$ cat src/rtl/vga_sram_arbiter_pkg.sv
// rtl/vga_sram_arbiter_pkg.sv - shared VGA types: arbiter grant enum and SRAM strobe bundle
package vga_sram_arbiter_pkg;

    typedef enum logic [1:0] {
        ST_IDLE  = 2'd0,
        ST_READ  = 2'd1,
        ST_TURN  = 2'd2,
        ST_WRITE = 2'd3
    } arb_state_t;

    typedef struct packed {
        logic ce_n;
        logic oe_n;
        logic we_n;
        logic dq_oe;
    } sram_ctrl_t;

    localparam sram_ctrl_t CTRL_OFF   = '{ce_n: 1'b1, oe_n: 1'b1, we_n: 1'b1, dq_oe: 1'b0};
    localparam sram_ctrl_t CTRL_READ  = '{ce_n: 1'b0, oe_n: 1'b0, we_n: 1'b1, dq_oe: 1'b0};
    localparam sram_ctrl_t CTRL_WRITE = '{ce_n: 1'b0, oe_n: 1'b1, we_n: 1'b0, dq_oe: 1'b1};

    function automatic sram_ctrl_t ctrl_for_grant(input arb_state_t grant);
        case (grant)
            ST_READ:  return CTRL_READ;
            ST_WRITE: return CTRL_WRITE;
            default:  return CTRL_OFF;
        endcase
    endfunction

endpackage

$ cat src/rtl/sync_fifo.sv
// rtl/sync_fifo.sv - single-clock FIFO with registered level, no push-to-pop bypass
module sync_fifo #(
    parameter int WIDTH = 8,
    parameter int DEPTH = 4
) (
    input  logic                     i_clk,
    input  logic                     i_rst,
    input  logic                     i_push,
    input  logic [WIDTH-1:0]         i_push_data,
    input  logic                     i_pop,
    output logic [WIDTH-1:0]         o_pop_data,
    output logic                     o_full,
    output logic                     o_empty,
    output logic [$clog2(DEPTH):0]   o_level
);

    localparam int AW = $clog2(DEPTH);
    localparam int LW = AW + 1;

    logic [WIDTH-1:0] r_mem [DEPTH];
    logic [AW-1:0]    r_wr_ptr;
    logic [AW-1:0]    r_rd_ptr;
    logic [LW-1:0]    r_level;
    logic             w_do_push;
    logic             w_do_pop;

    assign o_full     = (r_level == LW'(DEPTH));
    assign o_empty    = (r_level == '0);
    assign o_level    = r_level;
    assign o_pop_data = r_mem[r_rd_ptr];

    // Guard here too so a misbehaving client cannot corrupt the pointers.
    assign w_do_push = i_push && !o_full;
    assign w_do_pop  = i_pop && !o_empty;

    always_ff @(posedge i_clk) begin
        if (w_do_push) begin
            r_mem[r_wr_ptr] <= i_push_data;
        end
    end

    always_ff @(posedge i_clk or posedge i_rst) begin
        if (i_rst) begin
            r_wr_ptr <= '0;
            r_rd_ptr <= '0;
            r_level  <= '0;
        end else begin
            if (w_do_push) begin
                r_wr_ptr <= r_wr_ptr + 1'b1;
            end
            if (w_do_pop) begin
                r_rd_ptr <= r_rd_ptr + 1'b1;
            end
            case ({w_do_push, w_do_pop})
                2'b10:   r_level <= r_level + 1'b1;
                2'b01:   r_level <= r_level - 1'b1;
                default: r_level <= r_level;
            endcase
        end
    end

endmodule

$ cat src/rtl/vga_sram_arbiter.sv
// rtl/vga_sram_arbiter.sv - shares the pixel SRAM between VGA scan-out reads and buffered writes
module vga_sram_arbiter
    import vga_sram_arbiter_pkg::*;
#(
    parameter int ADDR_W     = 19,
    parameter int DATA_W     = 8,
    parameter int FIFO_DEPTH = 4
) (
    input  logic                          clk_25mhz,
    input  logic                          rst,
    input  logic                          video_on,
    input  logic [ADDR_W-1:0]             pix_addr,
    output logic [DATA_W-1:0]             pix_data,
    output logic                          pix_valid,
    input  logic                          wr_valid,
    output logic                          wr_ready,
    input  logic [ADDR_W-1:0]             wr_addr,
    input  logic [DATA_W-1:0]             wr_data,
    output logic [$clog2(FIFO_DEPTH):0]   fifo_level,
    output logic [ADDR_W-1:0]             sram_addr,
    output logic [DATA_W-1:0]             sram_dq_o,
    input  logic [DATA_W-1:0]             sram_dq_i,
    output logic                          sram_dq_oe,
    output logic                          sram_ce_n,
    output logic                          sram_oe_n,
    output logic                          sram_we_n
);

    arb_state_t              r_state;
    arb_state_t              w_grant;
    sram_ctrl_t              w_ctrl;
    logic                    w_fifo_full;
    logic                    w_fifo_empty;
    logic                    w_push;
    logic                    w_pop;
    logic [ADDR_W+DATA_W-1:0] w_head;
    logic [ADDR_W-1:0]       w_head_addr;
    logic [DATA_W-1:0]       w_head_data;
    logic [DATA_W-1:0]       r_pix_data;
    logic                    r_pix_valid;

    assign wr_ready                   = !w_fifo_full;
    assign w_push                     = wr_valid && !w_fifo_full;
    assign w_pop                      = (w_grant == ST_WRITE);
    assign {w_head_addr, w_head_data} = w_head;

    sync_fifo #(
        .WIDTH (ADDR_W + DATA_W),
        .DEPTH (FIFO_DEPTH)
    ) u_wr_fifo (
        .i_clk       (clk_25mhz),
        .i_rst       (rst),
        .i_push      (w_push),
        .i_push_data ({wr_addr, wr_data}),
        .i_pop       (w_pop),
        .o_pop_data  (w_head),
        .o_full      (w_fifo_full),
        .o_empty     (w_fifo_empty),
        .o_level     (fifo_level)
    );

    always_ff @(posedge clk_25mhz or posedge rst) begin
        if (rst) begin
            r_state <= ST_IDLE;
        end else begin
            r_state <= w_grant;
        end
    end

    // Grant is decoded from the current cycle so scan-out never waits; writes last
    // exactly one cycle, so video can only preempt at a write boundary.
    always_comb begin
        w_grant = ST_IDLE;
        if (rst) begin
            w_grant = ST_IDLE;
        end else if (video_on) begin
            w_grant = ST_READ;
        end else if (r_state == ST_READ) begin
            w_grant = ST_TURN;
        end else if (!w_fifo_empty) begin
            w_grant = ST_WRITE;
        end
    end

    always_comb begin
        w_ctrl    = ctrl_for_grant(w_grant);
        sram_addr = '0;
        sram_dq_o = '0;
        case (w_grant)
            ST_READ: begin
                sram_addr = pix_addr;
            end
            ST_WRITE: begin
                sram_addr = w_head_addr;
                sram_dq_o = w_head_data;
            end
            default: begin
                sram_addr = '0;
                sram_dq_o = '0;
            end
        endcase
        sram_ce_n  = w_ctrl.ce_n;
        sram_oe_n  = w_ctrl.oe_n;
        sram_we_n  = w_ctrl.we_n;
        sram_dq_oe = w_ctrl.dq_oe;
    end

    always_ff @(posedge clk_25mhz or posedge rst) begin
        if (rst) begin
            r_pix_data  <= '0;
            r_pix_valid <= 1'b0;
        end else begin
            r_pix_valid <= (w_grant == ST_READ);
            if (w_grant == ST_READ) begin
                r_pix_data <= sram_dq_i;
            end
        end
    end

    assign pix_data  = r_pix_data;
    assign pix_valid = r_pix_valid;

endmodule
$ cat config.mk
export PLATFORM = sky130hd
export DESIGN_NAME = vga_sram_arbiter
export DESIGN_NICKNAME = d
export VERILOG_FILES = /design/src/rtl/vga_sram_arbiter_pkg.sv /design/src/rtl/sync_fifo.sv /design/src/rtl/vga_sram_arbiter.sv
export SDC_FILE = /design/constraint.sdc
export NUM_CORES = 1
export LEC_CHECK = 0
export ABC_AREA = 1
export CORE_MARGIN = 2
export CORE_UTILIZATION = 50
export CTS_CLUSTER_SIZE = 10
export DETAILED_ROUTE_END_ITERATION = 8
export PLACE_DENSITY = 0.87
export SLEW_MARGIN = 20
export SYNTH_ARGS = -nofsm -noshare
export SYNTH_HDL_FRONTEND = slang
export SYNTH_SLANG_ARGS = --single-unit
$ cat constraint.sdc
create_clock -name clk_25mhz -period 3.3 [get_ports clk_25mhz]
set_input_delay 0.33 -clock clk_25mhz [delete_from_list [all_inputs] [get_ports clk_25mhz]]
set_output_delay 0.33 -clock clk_25mhz [all_outputs]
set_load 0.02 [all_outputs]
# ---- Yosys cells after proc, flatten, opt, wreduce, memory -nomap -nowiden
# Memories as Yosys holds them, arrays and structs flattened.
# Cells that the tools add are included.
dict set report op_classes {
  add_sub_neg 4
  n_mul 0
  n_div 0
  n_lt_le_gt_ge 0
  eq_ne 6
  n_shift 0
  muxes 10
  bitwise_logic 0
  reduce_logical 7
}
# op count
set ops {}
lappend ops {{19-bit case mux with 2 select lines} 1}
lappend ops {{2-bit 2-to-1 mux} 4}
lappend ops {{8-bit 2-to-1 mux} 1}
lappend ops {{4-bit case mux with 2 select lines} 1}
lappend ops {{2-bit by 1-bit equality test with 1-bit output (second input constant)} 3}
lappend ops {{3-bit case mux with 2 select lines} 1}
lappend ops {{2-bit by 1-bit adder with 2-bit output (second input constant)} 2}
lappend ops {{2-bit equality test (second input constant)} 2}
lappend ops {{3-bit by 1-bit adder with 3-bit output (second input constant)} 1}
lappend ops {{3-bit equality test (second input constant)} 1}
lappend ops {{1-bit logical AND} 3}
lappend ops {{3-bit logical NOT} 1}
lappend ops {{3-bit by 1-bit subtractor with 3-bit output (second input constant)} 1}
lappend ops {{1-bit logical NOT} 2}
lappend ops {{1-bit 2-to-1 mux} 2}
lappend ops {{2-bit nonzero test} 1}
dict set report totals {
  reg_bits 18
  latchBits 0
  mem_bits_rw 108
  rom_bits 0
  input_bits 58
  output_inout_bits 44
  elab_cells 34
  mem_count 1
}
# memory depth width read_ports rd_ports_with_merged_regs write_ports line
set memory_table {}
lappend memory_table {u_wr_fifo.r_mem 4 27 1 0 1 sync_fifo.sv:20} ;# logic [WIDTH-1:0] r_mem [DEPTH];

# ---- Logic depth before layout (Yosys ltp)
# Gate-level depths: netlist of the first run.
dict set report depth {
  word_depth 9
  depth_mapped 11
  ltp_nobuf 10
}

# ---- Hierarchy
# Synthesis of the first run repeated with hierarchy kept, for this count alone.
dict set report hier_totals {
  hier_cells 510
  area_unflattened_um2 5577.8
}
# module n_inst cells_each area_each_um2 seq_area_each_um2
set modules_own_cells {}
lappend modules_own_cells {sync_fifo 1 376 4758.3 3418.3}
lappend modules_own_cells {vga_sram_arbiter 1 134 819.5 275.3}

# ---- Worst setup path after synthesis of the first run
# Ideal clock, no wire load.
dict set report synth_path {
  path_type {register to register}
  startpoint {register u_wr_fifo.r_level[0], in the netlist u_wr_fifo.o_level[0]}
  endpoint {memory u_wr_fifo.r_mem[0][0] (netlist bit), enable pin}
  setup_time_ns 0.411
  arrival_time_ns 2.173
  t_required_ns 2.889
  slack_ns 0.716
  path_stages_with_launch 5
  path_buffers 0
  period_less_slack_ns 2.584
  path_cell_list {dfrtp_1 inv_1 nand3_1 nand2_2 nor2_1}
}
dict set report synth_via {
  elab_chain_cells 6
}
# item line
set synth_lines {}
lappend synth_lines {{from (decl)} sync_fifo.sv:23} ;# logic [LW-1:0] r_level;
lappend synth_lines {{from (signal assigned)} sync_fifo.sv:55} ;# 2'b10: r_level <= r_level + 1'b1;
lappend synth_lines {{from (signal assigned)} sync_fifo.sv:56} ;# 2'b01: r_level <= r_level - 1'b1;
lappend synth_lines {{from (signal assigned)} sync_fifo.sv:57} ;# default: r_level <= r_level;
lappend synth_lines {{3-bit equality test (*)} sync_fifo.sv:27} ;# assign o_full = (r_level == LW'(DEPTH));
lappend synth_lines {{1-bit logical NOT (*)} n/a}
lappend synth_lines {{net wr_ready} vga_sram_arbiter.sv:16} ;# output logic wr_ready,
lappend synth_lines {{1-bit logical AND} vga_sram_arbiter.sv:43} ;# assign w_push = wr_valid && !w_fifo_full;
lappend synth_lines {{1-bit logical AND (*)} sync_fifo.sv:33} ;# assign w_do_push = i_push && !o_full;
lappend synth_lines {{1-bit 2-to-1 mux (*)} sync_fifo.sv:37} ;# if (w_do_push) begin
lappend synth_lines {{1-bit 2-to-1 mux (implied by the code) (*)} sync_fifo.sv:38} ;# r_mem[r_wr_ptr] <= i_push_data;
lappend synth_lines {{to (decl)} sync_fifo.sv:20}
# The timed path passes the listed nets; every way through them passes the cells marked *.

# ---- Worst setup path in the final report of the first run
dict set report layout_path {
  startpoint {register u_wr_fifo.r_rd_ptr[0]}
  endpoint {output port sram_dq_o[1]}
}
dict set report layout_via {
  elab_chain_cells 2
}
# item line
set layout_lines {}
lappend layout_lines {{from (decl)} sync_fifo.sv:22} ;# logic [AW-1:0] r_rd_ptr;
lappend layout_lines {{from (signal assigned)} sync_fifo.sv:52} ;# r_rd_ptr <= r_rd_ptr + 1'b1;
lappend layout_lines {{memory 4 x 27 bit} n/a}
lappend layout_lines {{8-bit 2-to-1 mux} vga_sram_arbiter.sv:89} ;# case (w_grant)
lappend layout_lines {{to (decl)} vga_sram_arbiter.sv:21} ;# output logic [DATA_W-1:0] sram_dq_o,
# Every way passes these cells.

==> impl_metrics.toml, run 1 <==
[timing]
period_minus_slack_ns = 2.95
rsz0062_at_grt = "no"
setup_tns_ns = 0
drv_slew = 0
hold_viol = 0
period_share_pct = 89.3
slew_headroom_pct = 38.8
skew_ns = 0.00837
finalSetupViolations = 0
fmax_mhz = 339
tightest_slew_ns = 0.916

[synth]
synth-seq-area-share_pct = 68.9
syn_area_um2 = 5360
synth_area_per_cell_um2 = 11.2
ys_seq_elements = 126
synthTopCellsByCount = "nand2_1, edfxtp_1, nor2_1"
synth_most_common_cell = "nand2_1"
yosys_most_used_dff = "edfxtp_1"
syn_inst = 479
yosys_warnings = 0
yosys-top-cells-area = "edfxtp_1, nand2_1, dfrtp_1"
synth_edf_count = 108
synth_area_leader_cell = "edfxtp_1"
yosys.area.top_type_share_pct = 60.5
synth_nets = 543
synth.distinct_cells = 26
async_flop_share_pct = 14.3

[finish]
drive_above_1_share_pct = 8.74
stdcell_area_um2 = 6970
areaGrowthSynthToFinish_pct = 30.0
fin_nets = 646
fin_util_pct = 67.3
antenna_cells = 0

[worst_setup_path]
worstSetupStartpoint = "u_wr_fifo.r_rd_ptr[0]"
cp_max_fo = 34
r2r-start = "r_state[0]"
crit_type = "flop to output pin"
worstSetupStartpointType = "flop"
critPathRequiredTime_ns = 2.97
critPathCaptureType = "output pin"
critPathArrivalTime_ns = 2.62

[cts]
cts_made_buffers = 17
clock_sinks = 126
cts.htree.levels = 4
clk_pin_slew_ns = 0.06
postCtsHoldBufs = 0
clock_latency_ns = 0.52
clock-root-buffer = "clkbuf_8"
cts_tree = "yes"
cts_setup_buffers = 0
clockBufferDepth = 2
cts_repair_resize_count = 0

[place]
io_buffers = 101
place_congestion = 0.713
dpl_cell_area_um2 = 6460
dp_hpwl_mm = 6.95

[detailed_routing]
drc = 0
drtPass1Iterations = 4
vias = 3727
drt_iter0_markers = 240
wl_mm = 11.3
ant_nets = 0
vias_per_cell = 5.10
wl_per_cell_um = 15.4

[die]
die-area_um2 = 11600
coreArea_um2 = 10400
row_count = 37
initial_core_util_pct = 51.7
die_w_um = 108
io-pin-count = 102
die_y_um = 108

[global_route]
overflow = 0
grt_pass1_wl_mm = 17.9
grt_antenna_before_repair = 0
grt_max_degree = 57
gr-usage-all-layers_pct = 20.5
grt_pass1_vias = 3739

[min_path]
hold_path.class = "input port to flop"
min_from = "sram_dq_i[6]"

[power_and_ir_drop]
power.density_nw_per_um2 = 787
max-vdd-ir-drop_mv = 0.526
p_leak_nw = 2.74

[run_status]
status = "finished, final reports clean"

[run]
drv_cap = 0
[critical path: stages, from the launching register on]
cell and delay [ns]:
dfrtp_2 0.40, inv_2 0.43, buf_4 0.31, o21ai_0 0.11, a21oi_1 0.20, clkdlybuf4s50_1 0.64
[path summary, 6_finish.rpt]
kind | endpoint | slack, ns | cells past startpoint
max | sram_dq_o[1] | 0.35 | 5
min reg2reg | pix_data[1] | 0.47 | 2
max reg2reg | u_wr_fifo.o_level[2] | 1.01 | 10
min | pix_data[6] | 0.35 | 3
min in group asynchronous | pix_data[7] | 0.39 | 2
max in group asynchronous | u_wr_fifo.r_rd_ptr[1] | 2.41 | 2
[layout make-up]
class                   count  area, um2
repair buffers            107       1060
multi-input cells         291       1390
clock buffers              18        418
well taps                 136        170
inverters                  39        146
clock inverters            14       95.1
flip-flops and latches    126       3700
fillers                   775       3400
[routing by layer]
layer	share of wire [%]	track usage, %
met5	0	0
met4	0.85	6.04
met3	6.7	6.66
met2	51	34.3
met1	41	25.6
[cell usage in the layout (no fill, tap or decap), types with 3 or more instances in the layout]
cell type,instances
clkdlybuf4s50_1,101
o21ai_0,15
nand2_1,130
buf_4,6
nor2_1,52
edfxtp_1,108
nand3_1,40
nor2_4,5
inv_1,34
dfrtp_1,16
ha_1,5
clkbuf_16,16
nand4_1,3
inv_2,5
o21bai_1,19
a21oi_1,10
clkinvlp_4,4
clkinv_1,3
clkinv_4,3
[where the power goes]
part	internal, mW	switching [mW]
combinational	0.592	1.10
sequential	2.09	0.125
clock	0.916	0.672
[flip-flops by register name, summed over array words and instances, names as in the netlist]
register and cells:
u_wr_fifo.r_mem 108, pix_valid 1, u_wr_fifo.r_rd_ptr 2, u_wr_fifo.r_wr_ptr 2
pix_data 8, r_state 2, u_wr_fifo.o_level 3
[metrics by stage]
| stage | cells | hold slack (ns) | power [mW] | worst slack, ns |
|---|---|---|---|---|
| 2_1_floorplan | 479 | 0.277 | 3.36 | 0.716 |
| 3_3_place_gp | 699 | 0.454 | 3.86 | 0.738 |
| 3_5_place_dp | 699 | 0.463 | 3.94 | 0.609 |
| 4_1_cts | 731 | 0.334 | 5.53 | 0.181 |
| 5_1_grt | 731 | 0.347 | 5.81 | 0.186 |
| 6_report | 731 | 0.353 | 5.49 | 0.352 |
[cells by family after synthesis]
group | after synthesis | synth area share, %
XOR/XNOR | 3 | 0.490
AO/OA/AOI/OAI | 47 | 5.34
AND/OR/NAND/NOR | 235 | 18.0
buffers and inverters | 62 | 5.74
adder cells (fa/ha/maj) | 6 | 1.54
flip-flops | 126 | 68.9
No activity file was read; power rests on OpenSTA's default activity.
==> inputs of run 2 (changes only) <==
Settings changed: CORE_UTILIZATION 50 to 47, PLACE_DENSITY 0.87 to 0.86.
Clock period 3.3 ns to 2.4 ns, I/O delays scaled along.
==> impl_metrics.toml, run 2 (same netlist as run 1, synthesis figures left out) <==
[worst_setup_path]
cp_max_fo = 14
critPathCaptureType = "output pin"
critPathRequiredTime_ns = 2.16
critPathArrivalTime_ns = 2.03
r2r-start = "u_wr_fifo.o_level[2]"
crit_type = "flop to output pin"
worstSetupStartpointType = "flop"
worstSetupStartpoint = "u_wr_fifo.o_level[1]"

[power_and_ir_drop]
finalPower_mw = 7.67
p_leak_nw = 3.19
max-vdd-ir-drop_mv = 0.701
power.density_nw_per_um2 = 1070

[timing]
slew_headroom_pct = 74.9
finalSetupViolations = 0
rsz0062_at_grt = "no"
fmax_mhz = 440
tightest_slew_ns = 0.377
drv_slew = 0
skew_ns = 0.00556
period_minus_slack_ns = 2.27
setup_tns_ns = 0
hold_viol = 0
period_share_pct = 94.7
setup_ws_ns = 0.128

[global_route]
grt_pass1_vias = 3885
grt_antenna_before_repair = 0
grt_pass1_wl_mm = 19.2
grt_max_degree = 33
overflow = 0
gr-usage-all-layers_pct = 20.2

[min_path]
hold_path.class = "input port to async pin"

[cts]
clock_sinks = 126
clock-root-buffer = "clkbuf_16"
cts.htree.levels = 4
clock_latency_ns = 0.40
cts_tree = "yes"
clockBufferDepth = 2
cts_made_buffers = 17
clk_pin_slew_ns = 0.05

[die]
die_w_um = 111
row_count = 39
initial_core_util_pct = 47.6
io-pin-count = 102
coreArea_um2 = 11300
die_y_um = 111
die-area_um2 = 12300

[place]
dp_hpwl_mm = 7.37
pre_cts_ws_ns = -0.00461
io_buffers = 101
place_congestion = 0.763

[detailed_routing]
drtPass1Iterations = 4
wl_per_cell_um = 15.8
drc = 0
vias = 3768
ant_nets = 0
drt_iter0_markers = 307
vias_per_cell = 5.02
wl_mm = 11.9

[finish]
drive_above_1_share_pct = 9.88
nFillCells = 838
antenna_cells = 0
final_cell_mix = "nand2_1, edfxtp_1, clkdlybuf4s50_1"
fin_nets = 660
areaGrowthSynthToFinish_pct = 33.7
largest-register = "u_wr_fifo.r_mem"
largest_reg_flops = 108
layout_commonest_cell = "nand2_1"
fin_util_pct = 63.6

[run]
drv_cap = 0

[run_status]
status = "finished, final reports clean"
## run 2: what timing repair did
action | CTS | global route
gates resized for setup | 7 | 23
buffers inserted | 1 | 0
hold buffers | 0 | 0
endpoints found under the setup margin | 25 | 23
## run 2: worst paths after layout
| path | end | slack [ns] | cells after the start |
|---|---|---|---|
| worst max-delay path | sram_dq_oe | 0.13 | 6 |
| worst min-delay path | u_wr_fifo.r_wr_ptr[1] | 0.36 | 3 |
| worst max register to register | u_wr_fifo.o_level[2] | 0.35 | 10 |
| worst min register to register | pix_data[4] | 0.47 | 2 |
| max in group asynchronous | u_wr_fifo.r_rd_ptr[0] | 1.83 | 3 |
| min in group clk_25mhz | pix_data[2] | 0.39 | 3 |
## run 2: stage by stage
step,instances,hold WS (ns),cell area (um2)
2_1_floorplan,479,0.187,5360
3_3_place_gp,719,0.454,6620
3_5_place_dp,719,0.459,6620
4_1_cts,750,0.346,7110
5_1_grt,750,0.372,7170
6_report,750,0.361,7170
## run 2: layer usage
metal / GRT usage, % / up-vias / wire (um)
li1: - / 1839 / -
met1: 25.2 / 1798 / 5020
met2: 33.8 / 123 / 6100
met3: 6.01 / 8 / 652
met4: 7.08 / 0 / 116
met5: 0 / - / 0
## run 2: layout make-up
cell class	instances	area, um2	share of cell area [%]
Tap cell	143	179	2.49
Timing Repair Buffer	121	1270	17.7
Inverter	39	149	2.08
Sequential cell	126	3690	51.5
Clock buffer	22	444	6.19
Multi-Input combinational cell	291	1390	19.4
Clock inverter	8	46.3	0.645
## run 2: worst max-delay path, cell delays in order, from the launching register on
cell and delay [ns]:
dfrtp_1 0.40, inv_1 0.15, nand3_2 0.14, nand3_2 0.12
buf_4 0.22, inv_1 0.06, clkdlybuf4s50_1 0.53
## run 2: report_power, final
group / leakage, nW / switching [mW] / total [mW] / internal, mW
clock: 0.235 / 0.842 / 2.13 / 1.29
combinational: 1.75 / 1.61 / 2.53 / 0.919
sequential: 1.21 / 0.144 / 3.01 / 2.86
total: 3.19 / 2.60 / 7.67 / 5.07
==> inputs of run 3 (changes only) <==
Settings changed: GPL_TIMING_DRIVEN set to 1.
==> results of run 3 <==
Final layout, timing and power as in run 2 (identical DEF).
